<file path="src/rtl/loader_pkg.sv">
// loader_pkg: shared state encoding and byte/word widths for rom_loader.
// The CHK_* states exist only when ROM_LOADER_CHECKSUM_EN is defined.
package loader_pkg;
  localparam int BYTE_W = 8;
  localparam int WORD_W = 16;
  typedef enum logic [2:0] {
    IDLE,
    LO,
    HI,
    WRITE,
`ifdef ROM_LOADER_CHECKSUM_EN
    CHK_LO,
    CHK_HI,
`endif
    DONE
  } state_t;
endpackage

</file>
<file path="src/rtl/rom_loader.sv">
// rom_loader: assembles a little-endian byte stream into 16-bit words with write strobes.
// Optional trailing checksum check enabled by ROM_LOADER_CHECKSUM_EN.
module rom_loader
  import loader_pkg::*;
#(
  parameter int ADDR_W = 15
) (
  input  logic              clk,
  input  logic              rst_n,
  input  logic              start,
  input  logic [15:0]       word_count,
  input  logic [7:0]        in_data,
  input  logic              in_valid,
  output logic              in_ready,
  output logic [15:0]       out,
  output logic              load,
  output logic [ADDR_W-1:0] addr,
  output logic              busy,
  output logic              done,
  output logic              err
);
  state_t state, nxt;
  logic [WORD_W-1:0] cnt, idx;
  logic [BYTE_W-1:0] lo;
  logic accept, last, idle;
  assign accept = in_valid & in_ready;
  assign last   = (idx + 16'd1) == cnt;
  assign idle   = (state == IDLE) || (state == DONE);
  always_comb begin
    nxt      = state;
    in_ready = 1'b0;
    load     = 1'b0;
    busy     = !idle;
    done     = state == DONE;
    case (state)
      IDLE, DONE: if (start) nxt = (word_count == 16'd0) ? DONE : LO;
      LO: begin
        in_ready = 1'b1;
        if (accept) nxt = HI;
      end
      HI: begin
        in_ready = 1'b1;
        if (accept) nxt = WRITE;
      end
      WRITE: begin
        load = 1'b1;
`ifdef ROM_LOADER_CHECKSUM_EN
        nxt = last ? CHK_LO : LO;
`else
        nxt = last ? DONE : LO;
`endif
      end
`ifdef ROM_LOADER_CHECKSUM_EN
      CHK_LO: begin
        in_ready = 1'b1;
        if (accept) nxt = CHK_HI;
      end
      CHK_HI: begin
        in_ready = 1'b1;
        if (accept) nxt = DONE;
      end
`endif
      default: nxt = IDLE;
    endcase
  end
  always_ff @(posedge clk or negedge rst_n) begin
    if (!rst_n) begin
      state <= IDLE;
      cnt   <= '0;
      idx   <= '0;
      lo    <= '0;
      out   <= '0;
      addr  <= '0;
    end else begin
      state <= nxt;
      if (idle && start) begin
        cnt  <= word_count;
        idx  <= '0;
        addr <= '0;
      end
      if (accept && state != HI) lo <= in_data;
      if (accept && state == HI) out <= {in_data, lo};
      if (state == WRITE) begin
        addr <= addr + ADDR_W'(1);
        idx  <= idx + 16'd1;
      end
    end
  end
`ifdef ROM_LOADER_CHECKSUM_EN
  logic [WORD_W-1:0] sum;
  always_ff @(posedge clk or negedge rst_n) begin
    if (!rst_n) begin
      sum <= '0;
      err <= 1'b0;
    end else begin
      if (idle && start) begin
        sum <= '0;
        err <= 1'b0;
      end
      if (state == WRITE) sum <= sum + out;
      if (accept && state == CHK_HI) err <= {in_data, lo} != sum;
    end
  end
`else
  assign err = 1'b0;
`endif
endmodule

</file>
<file path="config.mk">
export PLATFORM = sky130hd
export DESIGN_NAME = rom_loader
export DESIGN_NICKNAME = d
export VERILOG_FILES = /design/src/rtl/loader_pkg.sv /design/src/rtl/rom_loader.sv
export SDC_FILE = /design/constraint.sdc
export NUM_CORES = 1
export LEC_CHECK = 0
export ABC_AREA = 1
export CAP_MARGIN = 20
export CORE_MARGIN = 2
export CORE_UTILIZATION = 39
export DETAILED_ROUTE_END_ITERATION = 10
export SYNTH_ARGS = -nofsm -noshare
export SYNTH_HDL_FRONTEND = slang
export SYNTH_SLANG_ARGS = --single-unit
</file>
<file path="constraint.sdc">
create_clock -name clk -period 2.4 [get_ports clk]
set_input_delay 0.48 -clock clk [delete_from_list [all_inputs] [get_ports clk]]
set_output_delay 0.48 -clock clk [all_outputs]
set_load 0.05 [all_outputs]
</file>
======== Word level (Yosys, flattened, before mapping) ========
Cells that the tools add are included.
word-level totals
  register bits after elaboration ......... 74
  bits of input ports ..................... 28
  word-level logic and storage cells ...... 41
operators by class
  $add $sub $neg .......................... 2
  eq/ne operators ......................... 9
  multiplexer cells ....................... 12
  bitwise logic cells ..................... 1
  reduce and logical (&&, ||, !) cells .... 11
operators by type and width
  kind                                                             number
  16-bit two-way mux                                               2
  15-bit two-way mux                                               2
  16-bit by 1-bit adder with 16-bit output, second input constant  1
  16-bit == test                                                   1
  16-bit zero test                                                 1
  15-bit by 1-bit adder with 15-bit output, second input constant  1
  3-bit two-way mux                                                5
  3-bit case mux with 4 select lines                               1
  3-bit by 2-bit == test with 1-bit output, second input constant  2
  2-bit != test, second input constant                             3
  2-bit OR reduction                                               2
  3-bit by 1-bit == test with 1-bit output, second input constant  1
  3-bit == test, second input constant                             1
  1-bit logical AND                                                3
  3-bit zero test                                                  1
  3-bit by 2-bit != test with 1-bit output, second input constant  1
  3-bit AND reduction                                              1
  1-bit two-way mux                                                2
  2-bit nonzero test                                               1
  1-bit AND                                                        1
  1-bit zero test                                                  1
  1-bit logical OR                                                 1

======== Logic depth before layout (Yosys ltp) ========
Gate-level depths: netlist of the first run.
  depth after elaboration ................. 6
  mapped depth ............................ 16
  gate-level depth less buffers ........... 16

======== Worst setup path after synthesis of the first run ========
OpenSTA, ideal clock, no wires.
  path kind ............................... reg-to-reg
  start point ............................. register addr[0]
  end point ............................... register addr[14]
  arrival time ............................ 1.894 ns
  slack ................................... 0.387 ns
  cell stages (with the launch flop) ...... 11
  buffers on the path ..................... 0
  path through ............................ dfrtp_1 -> ha_1 -> nand2_1 -> inv_1 -> nand2_1 -> nor3_1 -> nand3_1 -> nor2_1 -> nand4_1 -> o21ai_0 -> inv_1
on the way
  longest elaborated chain between the ends .. 2
ends and longest elaborated chain
  what                                      RTL line          RTL
  from (decl)                               rom_loader.sv:17  output logic [ADDR_W-1:0] addr,
  from (signal assigned)                    rom_loader.sv:84  addr <= addr + ADDR_W'(1);
  15-bit by 1-bit adder with 15-bit output  rom_loader.sv:84
  15-bit two-way mux                        rom_loader.sv:83  if (state == WRITE) begin
No other way between the ends.
A chain may end at the register's enable or synchronous reset.

======== Worst setup path in the final report of the first run ========
  start point ............................. register state[0]
  end point ............................... output busy
on the way
  longest elaborated chain between the ends .. 3
  elaborated cells between the ends (all ways) .. 4
  those cells by class .................... 1 x eq/ne; 3 x reduce/logical
ends and longest elaborated chain
  what                                              RTL line          RTL
  from (decl)                                       rom_loader.sv:22  state_t state, nxt;
  from (signal assigned)                            rom_loader.sv:75  state <= nxt;
  3-bit == test or 3-bit zero test (tied branches)  rom_loader.sv:28  assign idle = (state == IDLE) || (state == DONE);
  1-bit logical OR *                                rom_loader.sv:28
  1-bit zero test *                                 rom_loader.sv:33  busy = !idle;
  to (decl)                                         rom_loader.sv:18  output logic busy,
Every way passes the cells marked *; elsewhere a longest branch is shown, timed or not.

==> results of run 1 <==
-- worst register-to-register path, cell delays in order, from the launching register on --
cell,delay (ns)
dfrtp_1,0.44
ha_1,0.25
nand2_1,0.11
nor2_4,0.20
nand4_1,0.16
nand2_1,0.13
nand2_1,0.05
nand2_1,0.06
nand2_1,0.06
nor2_2,0.16
nand3_1,0.08
nand2_1,0.07
nand2_1,0.05
nand2_1,0.05
nand2_1,0.04
-- metal layers --
layer | vias to the layer above | global-route usage [%] | share of wire [%]
met4 | 0 | 6.97 | 1.5
met5 | - | 0 | 0
met2 | 65 | 29.9 | 45
met3 | 12 | 4.38 | 5.1
met1 | 1515 | 25.1 | 48
li1 | 1647 | - | -
-- area by class of cell --
cell class | instances | area, µm²
Clock buffer | 9 | 124
Clock inverter | 7 | 124
Fill cell | 921 | 4500
Inverter | 65 | 244
Multi-Input combinational cell | 314 | 1590
Sequential cell | 74 | 1850
Tap cell | 129 | 161
Timing Repair Buffer | 70 | 693
-- synth_stat cells (3+ instances only) --
| library cell | count | area [µm²] |
|---|---|---|
| nand4_1 | 12 | 75.1 |
| nor2_2 | 8 | 50.1 |
| nand2_2 | 4 | 25.0 |
| o21ai_0 | 43 | 215 |
| o21ai_1 | 3 | 15.0 |
| mux2_2 | 8 | 90.1 |
| dfrtp_1 | 74 | 1850 |
| clkbuf_1 | 10 | 37.5 |
| nand2_1 | 138 | 518 |
| inv_1 | 62 | 233 |
| nand3_1 | 27 | 135 |
| inv_2 | 3 | 11.3 |
| o22ai_1 | 16 | 100 |
| nor2_4 | 3 | 33.8 |
| nand3b_1 | 4 | 30.0 |
| xor2_1 | 5 | 43.8 |
| nor4_1 | 4 | 25.0 |
| a21oi_1 | 3 | 15.0 |
| nor2_1 | 18 | 67.6 |
-- power breakdown --
| part | total [mW] | leakage [nW] | internal, mW | switching, mW |
|---|---|---|---|---|
| registers | 1.87 | 0.966 | 1.62 | 0.249 |
| logic | 2.22 | 1.12 | 0.760 | 1.46 |
| clock network | 1.20 | 0.120 | 0.699 | 0.498 |
-- metrics by stage --
stage	setup slack, ns	power, mW	hold WS, ns	area [µm²]	utilization [%]
after floorplan	0.387	3.36	0.184	3730	-
after global placement	0.348	4.09	0.464	4540	48.9
after detailed placement	0.361	4.13	0.475	4540	48.9
after CTS	0.104	5.35	0.132	4790	51.6
after global routing	0.0283	5.66	0.149	4790	51.6
final	0.121	5.29	0.112	4790	51.6
-- state kept, by name, summed over array words and instances (netlist names) --
| name | count |
|---|---|
| lo | 8 |
| addr | 15 |
| idx | 16 |
| out | 16 |
| state | 3 |
| cnt | 16 |
-- cells by family after synthesis --
kind of cell,share of synthesized area [%]
other cells,0.100
buf+inv,7.88
compound gates,10.6
simple gates,26.9
mux,2.68
xor+xnor,1.64
flops,49.6
fa+ha+maj,0.670
-- worst paths after layout --
kind,from,end,slack [ns],depth (start not counted)
setup / recovery,state[0],busy,0.12,3
hold / removal,rst_n,addr[2],0.11,1
setup reg to reg,idx[1],state[0],0.39,14
hold reg to reg,lo[2],lo[2],0.49,2
max in group asynchronous,rst_n,out[3],1.63,2
min in group clk,lo[2],lo[2],0.49,2
==> metrics.md, run 1 <==
| Metric | Value |
|---|---|
| # DRC | 0 |
| WP buf/inv | 2 |
| Synth Flop Type | dfrtp_1 |
| Post-synthesis sequential area ratio | between 40% and 50% |
| Final HPWL DP | 6.44 mm |
| CP max FO | 5 |
| Crit-path slowest cell | clkdlybuf4s50_1 |
| Die H | 102 µm |
| Min Tclk post-route | between 2 and 2.5 ns |
| Cell Pwr Density | roughly 1100 mW/mm² |
| DR vias | about 3200 |
| TNS Setup | 0 ns |
| Global-route usage over all layers | a little under a fifth |
| Post-cts hold buffer count | 0 |
| Area of the core | roughly 0.0093 mm² |
| DIE AREA | 0.0104 mm² |
| Initial drt markers | 87 |
| Peak VDD IR | 0.000738 V |
| Area of the mapped netlist | about 0.0037 mm² |
| Commonest cells after routing, fill and taps aside | nand2_1 (138), dfrtp_1 (74), inv_1 (62) |
| Root Buffer | clkbuf_8 |
| Layout Cells excl Fill | around 670 |
| Vias per Instance | between 4 and 5 |
| Synth Area per Inst | 8.03 µm² |
| CP delay by family, top | buffers and inverters |
| Commonest non-fill, non-tap cell in the layout | nand2_1 |
| Max-cap violations | 0 |
| Critical Path Source Type | flop |
| Num CTS Buffers | 9 |
| Number of global-route vias before repair | 3244 |
| Die Width | approximately 100 µm |
| Nets@finish | 564 |
| Async SR Flop Fraction | 100% |
| Antenna Violating Nets Remaining | 0 |
| Clock Sinks | 74 |
| Max_slew headroom | 60.6% |
| Fin. max-slew vios | 0 |
| # placed instances | 652 |
| Share of cells above drive strength 1 | 10.9% |
| Netlist cell types | 32 |
| Post-cts sizing count | 0 |
| Diodes inserted | 0 |
| Skew final | slightly above 0.009 ns |
| Layout area overhead | 28.3% |
| Hold/Removal Path Class | in -> async |
| 1st-pass router iterations | 4 |
| Leakage Power | 2.21 nW |
| CP required | between 1.5 and 2 ns |
| Slew @ Worst Pin | between 0.5 and 0.6 ns |
| Initial antenna violation count | 0 |
| Achievable clock frequency | 0.439 GHz |
| Worst endpoint data arrival time | 1.80 ns |
| Post-route clock period utilization | a little over nine tenths |
| Rows | 35 |
| Worst skew pair latency | 0.36 ns |
| Syn_nets | between 400 and 500 |
| Slowest Stage Delay on Critical Path | about 0.83 ns |
| Critical path, cell by cell | nor2_1 > inv_1 > clkdlybuf4s50_1 |
| Unrepaired setup endpoints after global routing | no |
| CTS tree | yes |
| Global-route wire length before repair | 15.2 mm |
| Post-Route WL | ~8.8 mm |
| YS warnings | 0 |
| Post-CTS setup buffers | 0 |
| IO buf count | between 60 and 70 |
| Initial Util | around two fifths |
| Max Buffers Root-to-Sink | 2 |
| Number of enable flip-flop cells after synthesis | 0 |
| # IOs | 64 |
| GP Congestion | a little under 0.9 |
| Largest net degree at the start of global routing | 37 |
| Cell count after synthesis | between 400 and 500 |
| Worst-path clk slew | around 0.09 ns |
| Crit end category | output port |
| Total gr overflow | 0 |
| Final hold viol count | 0 |
| Number of synthesized register bits | 74 |
| Final setup violating endpoints | 0 |
| Wire length per cell | 13.2 µm |
| H-tree levels | 3 |
| Setup CP Type | reg -> out |
| Outcome | completed |
No activity file was read; power rests on OpenSTA's default activity.
==> inputs of run 2 (changes only) <==
Settings changed: PLACE_DENSITY_LB_ADDON set to 0.12, SLEW_MARGIN set to 40, TNS_END_PERCENT set to 30.
==> run 2 against run 1 <==
Wire length is 3.7% higher; clock skew is 0.0028 ns higher; worst hold slack worse by 0.040 ns; register-to-register slack better by 0.03 ns; sequential power hardly changed; utilization is 0.75 points lower; sequential share of layout area is 0.57 points higher; flip-flop and latch count stayed put; highest routed layer unchanged.
==> metrics.md, run 2 (synthesis results as in run 1) <==
| Metric | Value |
|---|---|
| Post-CTS setup buffers | 0 (unchanged) |
| Layout Cells excl Fill | 667 (-0.15%) |
| Unrepaired setup endpoints after global routing | no |
| Reg2Reg Setup Slack | 0.42 ns (+0.03 ns) |
| Post-route clock period utilization | 98.1% (+3.2 points) |
| Skew final | 0.0119 ns (+0.00283 ns) |
| Hold/Removal Path Class | in -> async |
| Post-Route WL | 9.12 mm (+3.7%) |
| Fillers | 911 (-1.1%) |
| Share of cells above drive strength 1 | 10.8% (-0.17 points) |
| Slowest Stage Delay on Critical Path | 0.84 ns (about the same) |
| Final hold viol count | 0 (unchanged) |
| Crit-path slowest cell | clkdlybuf4s50_1 |
| IO buf count | 62 (unchanged) |
| Die H | 102 µm (unchanged) |
| RR Startpoint | idx[1] |
| Num CTS Buffers | 9 (unchanged) |
| Layout area overhead | 26.4% |
| TNS Setup | 0 ns (unchanged) |
| Area of the core | 0.00928 mm² (unchanged) |
| Global-route usage over all layers | 18.6% (-0.18 points) |
| H-tree levels | 3 (unchanged) |
| Crit end category | output port |
| Final setup violating endpoints | 0 (unchanged) |
| # placed instances | 651 (-0.15%) |
| Outcome | completed |
| Max-cap violations | 0 (unchanged) |
| Diodes inserted | 0 (unchanged) |
| WP buf/inv | 2 (unchanged) |
| Commonest cells after routing, fill and taps aside | nand2_1 (138), dfrtp_1 (74), inv_1 (62) |
| Worst-path clk slew | 0.09 ns (about the same) |
| CP delay by family, top | buffers and inverters |
| Total gr overflow | 0 (unchanged) |
| Global-route wire length before repair | 15.0 mm (-1.4%) |
| CP required | 1.92 ns (about the same) |
| Rows | 35 (unchanged) |
| Initial Util | 40.2% (unchanged) |
| Post-cts sizing count | 0 (unchanged) |
| Reg2reg path depth | 16 (+2) |
| Wire length per cell | 13.7 µm (+3.9%) |
| Worst skew pair latency | 0.35 ns (about the same) |
| Largest regs | cnt x16, idx x16, out x16 |
| CTS tree | yes |
| Largest net degree at the start of global routing | 45 (+22%) |
| Post-cts hold buffer count | 0 (unchanged) |
| Clock Sinks | 74 (unchanged) |
| Initial drt markers | 98 (+13%) |
| Worst endpoint data arrival time | 1.87 ns (+0.07 ns) |
| Antenna Violating Nets Remaining | 0 (unchanged) |
| Critical path, cell by cell | nor2_1 > inv_1 > clkdlybuf4s50_1 |
| Die Width | 102 µm (unchanged) |
| Leakage Power | 2.17 nW (-1.7%) |
| # DRC | 0 (unchanged) |
| Achievable clock frequency | 0.425 GHz (-3.2%) |
| Fin. max-slew vios | 0 (unchanged) |
| Cell Pwr Density | 1070 mW/mm² (-3.2%) |
| DR vias | 3272 (+1.0%) |
| Min Tclk post-route | 2.35 ns (+0.0762 ns) |
| Peak VDD IR | 0.000767 V (+3.9%) |
| Nets@finish | 563 (-0.18%) |
| DIE AREA | 0.0104 mm² (unchanged) |
| Vias per Instance | 4.91 (+1.2%) |
| Initial antenna violation count | 0 (unchanged) |
| Final HPWL DP | 6.49 mm (+0.73%) |
| GP Congestion | 0.792 (-8.5%) |
| Slew @ Worst Pin | 0.620 ns (+0.0306 ns) |
| Critical Path Source Type | flop |
| Number of global-route vias before repair | 3226 (-0.55%) |
| 1st-pass router iterations | 4 (unchanged) |
| CP max FO | 5 (unchanged) |
| Root Buffer | clkbuf_8 |
| FF-to-FF End | state[0] |
| Setup CP Type | reg -> out |
| Max Buffers Root-to-Sink | 2 (unchanged) |
| Max_slew headroom | 58.5% (-2.0 points) |
| Commonest non-fill, non-tap cell in the layout | nand2_1 |
| # IOs | 64 (unchanged) |
==> run 2: how the worst max path moves through the flow <==
stage / start / to / slack (ns) / cells after the start
2_1_floorplan: addr[0] / addr[14] / 0.39 / 10
3_3_place_gp: word_count[1] / state[2] / 0.32 / 7
3_5_place_dp: word_count[9] / state[2] / 0.32 / 7
4_1_cts: state[0] / busy / 0.06 / 3
5_1_grt: state[0] / busy / 0.01 / 3
6_report: state[0] / busy / 0.05 / 3
==> run 2: metal layers <==
metal,global-route usage (%),vias up,routed length (µm)
met4,4.62,0,97
met1,22.5,1562,4090
met5,0,-,0
met3,4.86,11,326
li1,-,1650,-
met2,33.0,49,4610
==> run 2: layout make-up <==
type	count	area [µm²]	area share, %
sequential	74	1850	39.3
multi-input combinational	314	1590	33.7
timing repair buffer	69	688	14.6
tap	129	161	3.42
clock inverter	7	58.8	1.25
clock buffer	9	124	2.63
inverter	65	244	5.17
==> run 2: where the power goes <==
| part | internal [mW] | switching (mW) |
|---|---|---|
| clock network | 0.392 | 0.539 |
| logic | 0.770 | 1.47 |
| registers | 1.62 | 0.244 |
==> run 2: stage by stage <==
stage	utilization (%)	worst slack [ns]	cell area, µm²	hold slack (ns)	total power, mW
floorplan	-	0.387	3730	0.184	3.36
detailed placement	48.8	0.319	4530	0.467	4.16
CTS	50.8	0.0630	4720	0.0817	5.10
global placement	48.8	0.321	4530	0.464	4.11
global route	50.8	0.0136	4720	0.0861	5.39
finish	50.8	0.0453	4720	0.0721	5.04
==> inputs of run 3 (changes only) <==
Settings changed: CORE_ASPECT_RATIO set to 0.6, SLEW_MARGIN 40 to 20.
==> run 3 against run 2 <==
Critical path depth stayed put; via count is 0.61% lower; global-route usage is 0.62 points higher; clock power is 40% higher; design area is 2.3% higher; utilization is 1.5 points higher.
==> metrics.md, run 3 (synthesis results as in run 1) <==
| Metric | Value |
|---|---|
| Post-Route WL | 9.16 mm (+0.42%) |
| Initial antenna violation count | 0 (unchanged) |
| Post-Layout Inst Area | 0.00482 mm² (+2.3%) |
| Outcome | completed |
| GP Congestion | 0.833 (+5.2%) |
| Worst-path clk slew | 0.06 ns (-0.03 ns) |
| TNS Setup | 0 ns (unchanged) |
| Reg2Reg Setup Slack | 0.32 ns (-0.10 ns) |
| Layout area overhead | 29.3% |
| IO buf count | 62 (unchanged) |
| # IOs | 64 (unchanged) |
| Die Width | 130 µm (+28%) |
| Number of global-route vias before repair | 3202 (-0.74%) |
| Share of cells above drive strength 1 | 10.4% (-0.37 points) |
| Crit end category | output port |
| Nets@finish | 563 (unchanged) |
| Register share of total power | 34.7% (-2.3 points) |
| Clock Sinks | 74 (unchanged) |
| Commonest cells after routing, fill and taps aside | nand2_1 (138), dfrtp_1 (74), inv_1 (62) |
| Switching pwr | 2.21 mW (-2.1%) |
| Slew @ Worst Pin | 0.600 ns (-0.0207 ns) |
| Die H | 79.8 µm (-22%) |
| Register area | 0.00185 mm² (unchanged) |
| Max-cap violations | 0 (unchanged) |
| Fillers | 881 (-3.3%) |
| Internal power | 3.18 mW (+14%) |
| Largest regs | cnt x16, idx x16, out x16 |
| DR vias | 3252 (-0.61%) |
| Achievable clock frequency | 0.448 GHz (+5.6%) |
| Worst endpoint data arrival time | 1.75 ns (-0.12 ns) |
| Initial drt markers | 225 (+130%) |
| RR Startpoint | idx[1] |
| Root Buffer | clkbuf_16 |
| Max_slew headroom | 59.9% (+1.4 points) |
| Initial Util | 40.5% (+0.27 points) |
| CP required | 1.92 ns (about the same) |
| Slowest Stage Delay on Critical Path | 0.83 ns (about the same) |
| Peak VDD IR | 0.000468 V (-39%) |
| 1st-pass router iterations | 4 (unchanged) |
| CP max FO | 5 (unchanged) |
| Overall power | 5.39 mW (+6.9%) |
| # DRC | 0 (unchanged) |
| Fin. max-slew vios | 0 (unchanged) |
| Rows | 27 (-23%) |
| Diodes inserted | 0 (unchanged) |
| Area of the core | 0.00922 mm² (-0.66%) |
| Final HPWL DP | 6.65 mm (+2.5%) |
| Post-route clock period utilization | 92.9% (-5.2 points) |
| Setup crit start | state[0] |
| Clock power share | 24.1% (+5.6 points) |
| Antenna Violating Nets Remaining | 0 (unchanged) |
| Placement Cell Area | 0.00454 mm² (about the same) |
| CP delay by family, top | buffers and inverters |
| Unrepaired setup endpoints after global routing | no |
| Setup CP Type | reg -> out |
| Final setup violating endpoints | 0 (unchanged) |
| Leakage Power | 2.24 nW (+3.3%) |
| Worst skew pair latency | 0.33 ns (-0.02 ns) |
| DIE AREA | 0.0104 mm² (+0.25%) |
| Critical path, cell by cell | nor2_1 > inv_1 > clkdlybuf4s50_1 |
| H-tree levels | 3 (unchanged) |
| Final hold viol count | 0 (unchanged) |
| Commonest non-fill, non-tap cell in the layout | nand2_1 |
| Multi-input logic area | 0.00159 mm² (unchanged) |
| Cell Pwr Density | 1120 mW/mm² (+4.5%) |
| Global-route wire length before repair | 15.3 mm (+2.3%) |
| Vias per Instance | 4.87 (-0.76%) |
| Sw frac | 41.0% (-3.8 points) |
| CTS tree | yes |
| Critical Path Source Type | flop |
| Part of the power in combinational logic | 41.2% (-3.3 points) |
| Num CTS Buffers | 9 (unchanged) |
| Hold/Removal Path Class | in -> async |
| Skew final | 0.00676 ns (-0.00513 ns) |
| Total gr overflow | 0 (unchanged) |
| Global-route usage over all layers | 19.2% (+0.62 points) |
| Min Tclk post-route | 2.23 ns (-0.124 ns) |
| Wire length per cell | 13.7 µm (+0.27%) |
| Crit-path slowest cell | clkdlybuf4s50_1 |
| WP buf/inv | 2 (unchanged) |
| Max Buffers Root-to-Sink | 2 (unchanged) |
| Largest net degree at the start of global routing | 75 (+67%) |
run 3: power by group through the flow:
stage | combinational (mW) | clock (mW) | sequential, mW
after floorplan | 1.02 | 0 | 2.34
after global placement | 2.22 | 0 | 1.88
after detailed placement | 2.24 | 0 | 1.89
after CTS | 2.25 | 1.33 | 1.87
after global routing | 2.43 | 1.39 | 1.92
final | 2.22 | 1.30 | 1.87
run 3: final timing paths:
path	cells after the start	end
worst max-delay path	3	busy
worst min-delay path	2	addr[0]
worst max register to register	14	state[0]
worst min register to register	2	lo[7]
max in group asynchronous	2	idx[12]
min in group clk	2	lo[7]
run 3: metal layers:
layer	vias to the layer above	part of all wire (%)	track usage (%)
li1	1643	-	-
met1	1545	52	27.6
met2	62	43	28.8
met3	2	4.9	5.50
met4	0	0.26	3.87
met5	-	0	0
run 3: timing repair:
item | 4_1_cts | 5_1_grt
setup endpoints to repair | 0 | 1
setup buffers | 0 | 0
hold buffers | 0 | 0
gates resized for setup | 0 | 1
run 3: metrics by stage:
step	hold slack (ns)	utilization [%]	instances	setup slack [ns]
after floorplan	0.184	-	465	0.387
after global placement	0.465	49.2	652	0.230
after detailed placement	0.470	49.2	652	0.212
after CTS	0.188	52.3	668	0.0243
after global routing	0.205	52.3	668	0.0905
final	0.172	52.3	668	0.169
run 3: final cells by class:
cell class / count / share of cell area (%)
Tap cell: 130 / 3.37
Timing Repair Buffer: 69 / 14.3
Inverter: 65 / 5.06
Clock inverter: 6 / 1.19
Multi-Input combinational cell: 314 / 32.9
Clock buffer: 10 / 4.75
Sequential cell: 74 / 38.4
run 3: worst reg2reg max path, cell delays in order (launching register included):
cell and delay [ns]:
dfrtp_1 0.43, ha_1 0.26, nand3_2 0.14, nor2_2 0.21, nand3_1 0.13, nand2_1 0.10, nand3_1 0.07, nand2_1 0.08
nand3_1 0.09, nor2_2 0.16, nand3_1 0.09, nand2_1 0.06, nand2_1 0.04, nand2_1 0.05, nand2_1 0.05
